**src/rtl/mem_access_ctrl_if.sv**
```systemverilog
// Request/grant/memory bus bundle for mem_access_ctrl.
// The controller takes the slave view; requesters and memory take the master view.
interface mem_access_ctrl_if #(
   parameter int ADDR_W = 32,
   parameter int DATA_W = 32
);
   logic              if_req;
   logic [ADDR_W-1:0] if_addr;
   logic              if_gnt;
   logic              if_done;
   logic              d_req;
   logic              d_we;
   logic [ADDR_W-1:0] d_addr;
   logic [DATA_W-1:0] d_wdata;
   logic              d_gnt;
   logic              d_done;
   logic [DATA_W-1:0] rdata;
   logic [ADDR_W-1:0] mem_addr;
   logic [DATA_W-1:0] mem_wdata;
   logic              mem_re;
   logic              mem_we;
   logic [DATA_W-1:0] mem_rdata;
   logic              busy;

   modport slave (
      input  if_req, if_addr, d_req, d_we, d_addr, d_wdata, mem_rdata,
      output if_gnt, if_done, d_gnt, d_done, rdata,
             mem_addr, mem_wdata, mem_re, mem_we, busy
   );

   modport master (
      output if_req, if_addr, d_req, d_we, d_addr, d_wdata, mem_rdata,
      input  if_gnt, if_done, d_gnt, d_done, rdata,
             mem_addr, mem_wdata, mem_re, mem_we, busy
   );
endinterface

```
**src/rtl/mem_access_ctrl.sv**
```systemverilog
// Two-port (fetch, load/store) sequencer for the single-ported data memory and MDR.
// Define MEM_CTRL_RR_EN for round-robin arbitration; otherwise data port has fixed priority.
module mem_access_ctrl #(
   parameter int ADDR_W  = 32,
   parameter int DATA_W  = 32,
   parameter int MEM_LAT = 1
) (
   input  logic               clock,
   input  logic               rst,
   mem_access_ctrl_if.slave   bus
);

   typedef enum logic [1:0] {
      S_IDLE   = 2'd0,
      S_ACCESS = 2'd1,
      S_WAIT   = 2'd2,
      S_DONE   = 2'd3
   } state_t;

   localparam logic [3:0] LAT = 4'(MEM_LAT);

   state_t            state_q, state_d;
   logic [3:0]        cnt_q, cnt_d;
   logic [ADDR_W-1:0] addr_q, addr_d;
   logic [DATA_W-1:0] wdata_q, wdata_d;
   logic              we_q, we_d;
   logic              own_d_q, own_d_d;   // 1 = data port owns the transaction
   logic [DATA_W-1:0] mdr_q, mdr_d;

   logic pick_d, pick_if;
   logic gnt_d, gnt_if;

`ifdef MEM_CTRL_RR_EN
   logic rr_last_q, rr_last_d;   // 1 = data port was granted last

   always_comb begin
      pick_d  = 1'b0;
      pick_if = 1'b0;
      if (bus.d_req && bus.if_req) begin
         pick_d  = !rr_last_q;
         pick_if = rr_last_q;
      end else begin
         pick_d  = bus.d_req;
         pick_if = bus.if_req;
      end
   end

   always_comb begin
      rr_last_d = rr_last_q;
      if (gnt_d)  rr_last_d = 1'b1;
      if (gnt_if) rr_last_d = 1'b0;
   end

   always_ff @(posedge clock) begin
      if (rst) rr_last_q <= 1'b0;
      else     rr_last_q <= rr_last_d;
   end
`else
   always_comb begin
      pick_d  = bus.d_req;
      pick_if = bus.if_req && !bus.d_req;
   end
`endif

   // Grants are Mealy outputs of IDLE, suppressed while reset is held.
   assign gnt_d  = (state_q == S_IDLE) && !rst && pick_d;
   assign gnt_if = (state_q == S_IDLE) && !rst && pick_if;

   always_comb begin
      state_d = state_q;
      cnt_d   = cnt_q;
      addr_d  = addr_q;
      wdata_d = wdata_q;
      we_d    = we_q;
      own_d_d = own_d_q;
      mdr_d   = mdr_q;
      case (state_q)
         S_IDLE: begin
            if (gnt_d) begin
               addr_d  = bus.d_addr;
               wdata_d = bus.d_wdata;
               we_d    = bus.d_we;
               own_d_d = 1'b1;
               state_d = S_ACCESS;
            end else if (gnt_if) begin
               addr_d  = bus.if_addr;
               we_d    = 1'b0;
               own_d_d = 1'b0;
               state_d = S_ACCESS;
            end
         end
         S_ACCESS: begin
            if (we_q) begin
               state_d = S_DONE;
            end else begin
               cnt_d   = LAT;
               state_d = S_WAIT;
            end
         end
         S_WAIT: begin
            // Counter runs LAT..1, so WAIT spans exactly MEM_LAT cycles.
            cnt_d = cnt_q - 4'd1;
            if (cnt_q == 4'd1) begin
               mdr_d   = bus.mem_rdata;
               state_d = S_DONE;
            end
         end
         S_DONE: state_d = S_IDLE;
         default: state_d = S_IDLE;
      endcase
   end

   always_ff @(posedge clock) begin
      if (rst) begin
         state_q <= S_IDLE;
         cnt_q   <= '0;
         addr_q  <= '0;
         wdata_q <= '0;
         we_q    <= 1'b0;
         own_d_q <= 1'b0;
         mdr_q   <= '0;
      end else begin
         state_q <= state_d;
         cnt_q   <= cnt_d;
         addr_q  <= addr_d;
         wdata_q <= wdata_d;
         we_q    <= we_d;
         own_d_q <= own_d_d;
         mdr_q   <= mdr_d;
      end
   end

   assign bus.d_gnt     = gnt_d;
   assign bus.if_gnt    = gnt_if;
   assign bus.mem_addr  = addr_q;
   assign bus.mem_wdata = wdata_q;
   assign bus.mem_re    = (state_q == S_ACCESS) && !we_q;
   assign bus.mem_we    = (state_q == S_ACCESS) && we_q;
   assign bus.d_done    = (state_q == S_DONE) && own_d_q;
   assign bus.if_done   = (state_q == S_DONE) && !own_d_q;
   assign bus.rdata     = mdr_q;
   assign bus.busy      = (state_q != S_IDLE);

endmodule

```
**src/flat_wrapper.sv**
```systemverilog
// flat-port wrapper written by rule: the top's interface ports become plain ports
module mem_access_ctrl_flat 
#(
   parameter int ADDR_W  = 32,
   parameter int DATA_W  = 32,
   parameter int MEM_LAT = 1
)
  (clock, rst, bus_if_req, bus_if_addr, bus_d_req, bus_d_we, bus_d_addr, bus_d_wdata, bus_mem_rdata, bus_if_gnt, bus_if_done, bus_d_gnt, bus_d_done, bus_rdata, bus_mem_addr, bus_mem_wdata, bus_mem_re, bus_mem_we, bus_busy);
  mem_access_ctrl_if #(.ADDR_W(ADDR_W), .DATA_W(DATA_W)) bus_i ();
  input  logic clock;
  input  logic rst;
  input wire logic [$bits(bus_i.if_req)-1:0] bus_if_req;
  input wire logic [$bits(bus_i.if_addr)-1:0] bus_if_addr;
  input wire logic [$bits(bus_i.d_req)-1:0] bus_d_req;
  input wire logic [$bits(bus_i.d_we)-1:0] bus_d_we;
  input wire logic [$bits(bus_i.d_addr)-1:0] bus_d_addr;
  input wire logic [$bits(bus_i.d_wdata)-1:0] bus_d_wdata;
  input wire logic [$bits(bus_i.mem_rdata)-1:0] bus_mem_rdata;
  output wire logic [$bits(bus_i.if_gnt)-1:0] bus_if_gnt;
  output wire logic [$bits(bus_i.if_done)-1:0] bus_if_done;
  output wire logic [$bits(bus_i.d_gnt)-1:0] bus_d_gnt;
  output wire logic [$bits(bus_i.d_done)-1:0] bus_d_done;
  output wire logic [$bits(bus_i.rdata)-1:0] bus_rdata;
  output wire logic [$bits(bus_i.mem_addr)-1:0] bus_mem_addr;
  output wire logic [$bits(bus_i.mem_wdata)-1:0] bus_mem_wdata;
  output wire logic [$bits(bus_i.mem_re)-1:0] bus_mem_re;
  output wire logic [$bits(bus_i.mem_we)-1:0] bus_mem_we;
  output wire logic [$bits(bus_i.busy)-1:0] bus_busy;
  assign bus_i.if_req = bus_if_req;
  assign bus_i.if_addr = bus_if_addr;
  assign bus_i.d_req = bus_d_req;
  assign bus_i.d_we = bus_d_we;
  assign bus_i.d_addr = bus_d_addr;
  assign bus_i.d_wdata = bus_d_wdata;
  assign bus_i.mem_rdata = bus_mem_rdata;
  assign bus_if_gnt = bus_i.if_gnt;
  assign bus_if_done = bus_i.if_done;
  assign bus_d_gnt = bus_i.d_gnt;
  assign bus_d_done = bus_i.d_done;
  assign bus_rdata = bus_i.rdata;
  assign bus_mem_addr = bus_i.mem_addr;
  assign bus_mem_wdata = bus_i.mem_wdata;
  assign bus_mem_re = bus_i.mem_re;
  assign bus_mem_we = bus_i.mem_we;
  assign bus_busy = bus_i.busy;
  mem_access_ctrl #(.ADDR_W(ADDR_W), .DATA_W(DATA_W), .MEM_LAT(MEM_LAT)) u_core (.clock(clock), .rst(rst), .bus(bus_i));
endmodule
```
**config.mk**
```make
export PLATFORM = sky130hd
export DESIGN_NAME = mem_access_ctrl_flat
export DESIGN_NICKNAME = d
export VERILOG_FILES = /design/src/rtl/mem_access_ctrl_if.sv /design/src/rtl/mem_access_ctrl.sv /design/src/flat_wrapper.sv
export SDC_FILE = /design/constraint.sdc
export NUM_CORES = 1
export LEC_CHECK = 0
export ABC_AREA = 1
export CAP_MARGIN = 20
export CELL_PAD_IN_SITES_DETAIL_PLACEMENT = 1
export CELL_PAD_IN_SITES_GLOBAL_PLACEMENT = 2
export CORE_AREA = 5 5 145 161
export CTS_CLUSTER_SIZE = 30
export DETAILED_ROUTE_END_ITERATION = 10
export DIE_AREA = 0 0 150 166
export GPL_TIMING_DRIVEN = 0
export PLACE_DENSITY = 0.89
export SYNTH_ARGS = -nofsm -noshare
export SYNTH_HDL_FRONTEND = slang
export SYNTH_SLANG_ARGS = --single-unit
```
**constraint.sdc**
```tcl
create_clock -name clock -period 4 [get_ports clock]
set_input_delay 1 -clock clock [delete_from_list [all_inputs] [get_ports clock]]
set_output_delay 1 -clock clock [all_outputs]
set_load 0.005 [all_outputs]
```
==> flow_summary.json <==
{
  "dieArea_sq_um": 24900,
  "insertion_delay_ns": 0.35,
  "startpoint_type": "input pin",
  "synthToLayoutAreaGrowth_pct": 68.2,
  "synth_top_flop_cell": "dfxtp_1",
  "nets": 1023,
  "p_leak_nw": 3.18,
  "vias": 4798,
  "synth_area_sq_um": 4430,
  "grt_overflow": 0,
  "die_w_microns": 150,
  "yosysMostFrequentCell": "nand2_1",
  "fin_crit_sh": 0.948,
  "hold_viol_final": 0,
  "grt_pass1_wl_mm": 26.0,
  "yosys.area.top_type": "dfxtp_1",
  "switchingPower_mw": 1.06,
  "synth.distinct_cells": 16,
  "hp-class": "reg -> reg",
  "die_h_microns": 166,
  "drt_iter0_drc": 168,
  "finClkSkew_ns": 0.00778,
  "netlist_instances": 638,
  "comb_power_share": 0.342,
  "finalCriticalPeriod_ns": 3.79,
  "ys_warn_count": 0,
  "cp-end-kind": "output port",
  "worstPathMaxFanout": 10,
  "drive_above_1_share": 0.0461,
  "status": "completed",
  "p_total_mw": 3.41,
  "maxCapViolations": 0,
  "cts.repair.resized": 0,
  "hpwl_mm": 13.1,
  "antenna_found_initial": 1,
  "cts_made_buffers": 9,
  "p_sw_frac": 0.312,
  "setup_viol": 0,
  "seqPwrFrac": 0.389,
  "cts_tree": "done",
  "num_rows": 57,
  "crit_type": "in -> out",
  "drt-total-wl_mm": 16.8,
  "syn_nets": 777,
  "synth_common_cells": "nand2_1, inv_1, dfxtp_1",
  "synthTopCellsByArea": "dfxtp_1, nand2_1, inv_1",
  "max_slew_margin": 0.622,
  "rsz0062_at_grt": "no",
  "grt_max_degree": 17,
  "final_core_util": 0.344,
  "synth_top_area_frac": 0.470,
  "maxSlewViolCount": 0,
  "cts.sinks": 104,
  "track_usage": 0.132,
  "ioPinCount": 236,
  "first_global_vias": 4867,
  "p_clk_frac": 0.269,
  "cts.path.max_buffers": 2,
  "core_area_sq_um": 21700,
  "dr.pass1.iters": 4,
  "worst_slew_pin_slew_ns": 0.567,
  "placement.io_buffers": 235,
  "ys_ff_latch": 104,
  "synth_edf_count": 0,
  "async_reset_ff_frac": 0,
  "vdd_drop_max_v": 0.000215,
  "setup_tns_ns": 0,
  "via_per_inst": 4.05,
  "max_freq_ghz": 0.264,
  "power.density_nw_per_um2": 457,
  "p_int_mw": 2.35,
  "htree_levels": 3,
  "arrival_ns": 2.79,
  "wl_per_cell_microns": 14.2,
  "syn_avg_cell_area_sq_um": 6.94,
  "hold_buffers": 0,
  "drcViolationCount": 0,
  "place_congestion": 0.778,
  "required_ns": 3.00,
  "ys_seq_area_frac": 0.470,
  "detail-route-antenna-nets": 0,
  "start_util": 0.204,
  "post-cts-setup-buffers": 0,
  "path_clk_slew_ns": 0.07,
  "clockRootBuffer": "clkbuf_16"
}
placed cells by master (no fill, tap or decap):
cell / n
a21oi_4: 1
buf_4: 5
dfxtp_1: 104
diode_2: 1
clkbuf_1: 19
clkinv_2: 1
o21ai_0: 34
buf_6: 1
nor2_1: 10
nand3_1: 69
clkinv_4: 1
inv_6: 1
inv_1: 113
nand3_2: 2
inv_2: 4
nand2_1: 187
clkdlybuf4s50_1: 235
buf_2: 14
ha_1: 6
bufinv_16: 1
clkbuf_8: 1
clkbuf_16: 9
xor2_1: 1
a21oi_1: 70
logic make-up (layout without fill, tap and decap cells):
family,count (synthesis),after routing,synth area share
DFF,104,104,0.470
and+or+nand+nor,268,268,0.249
other,0,1,0
AOI/OAI and AO/OA,105,105,0.121
buffers and inverters,154,405,0.140
xor gates and xnor gates,1,1,0.00198
adders and majority gates,6,6,0.0169
layer usage:
metal | part of all wire | global-route usage
met5 | 0 | 0
met4 | 0.026 | 0.0533
met3 | 0.066 | 0.0390
met2 | 0.49 | 0.225
met1 | 0.41 | 0.153
power groups by stage:
stage,clock network (mW),logic (mW),registers [mW]
CTS,0.964,1.20,1.33
global route,0.998,1.30,1.35
finish,0.916,1.17,1.33
detailed placement,0,1.19,1.35
floorplan,0,0.504,1.36
global placement,0,1.18,1.34
flip-flops by register name (all words and copies together), names as in the netlist:
name,flops
u_core.bus.mem_wdata,32
u_core.we_q,1
u_core.bus.mem_addr,32
u_core.own_d_q,1
u_core.bus.rdata,32
u_core.cnt_q,4
u_core.state_q,2
critical path: stages:
cell and delay, ns:
clkdlybuf4s50_1 0.42, inv_2 0.16, nand3_2 0.14, inv_2 0.09, buf_4 0.18, buf_2 0.24, clkdlybuf4s50_1 0.54
stage by stage:
stage | hold WS, ns | instances | instance area, sq um | setup WS [ns]
after global routing | 0.471 | 1185 | 7450 | 0.0880
final | 0.448 | 1185 | 7450 | 0.209
after global placement | 0.432 | 1168 | 7150 | 0.136
after CTS | 0.450 | 1184 | 7450 | 0.156
after detailed placement | 0.440 | 1168 | 7150 | 0.163
after floorplan | 0.440 | 638 | 4430 | 1.44
cell type report:
type | instances | area (sq um)
plain buffers | 37 | 183
well taps | 295 | 369
inverters | 117 | 439
repair buffers | 235 | 2350
fillers | 2697 | 14200
flip-flops and latches | 104 | 2080
multi-input cells | 380 | 1730
diodes | 1 | 2.50
clock buffers | 12 | 246
clock inverters | 4 | 52.6
path summary, 6_finish.rpt:
check | start | endpoint | slack [ns] | cells after the start
setup reg to reg | u_core.state_q[0] | u_core.bus.mem_wdata[11] | 2.25 | 7
hold / removal | u_core.bus.rdata[27] | u_core.bus.rdata[27] | 0.45 | 2
hold reg to reg | u_core.bus.rdata[27] | u_core.bus.rdata[27] | 0.45 | 2
setup / recovery | rst | bus_d_gnt | 0.21 | 7
Note: power is estimated with default switching activity, not from simulation.
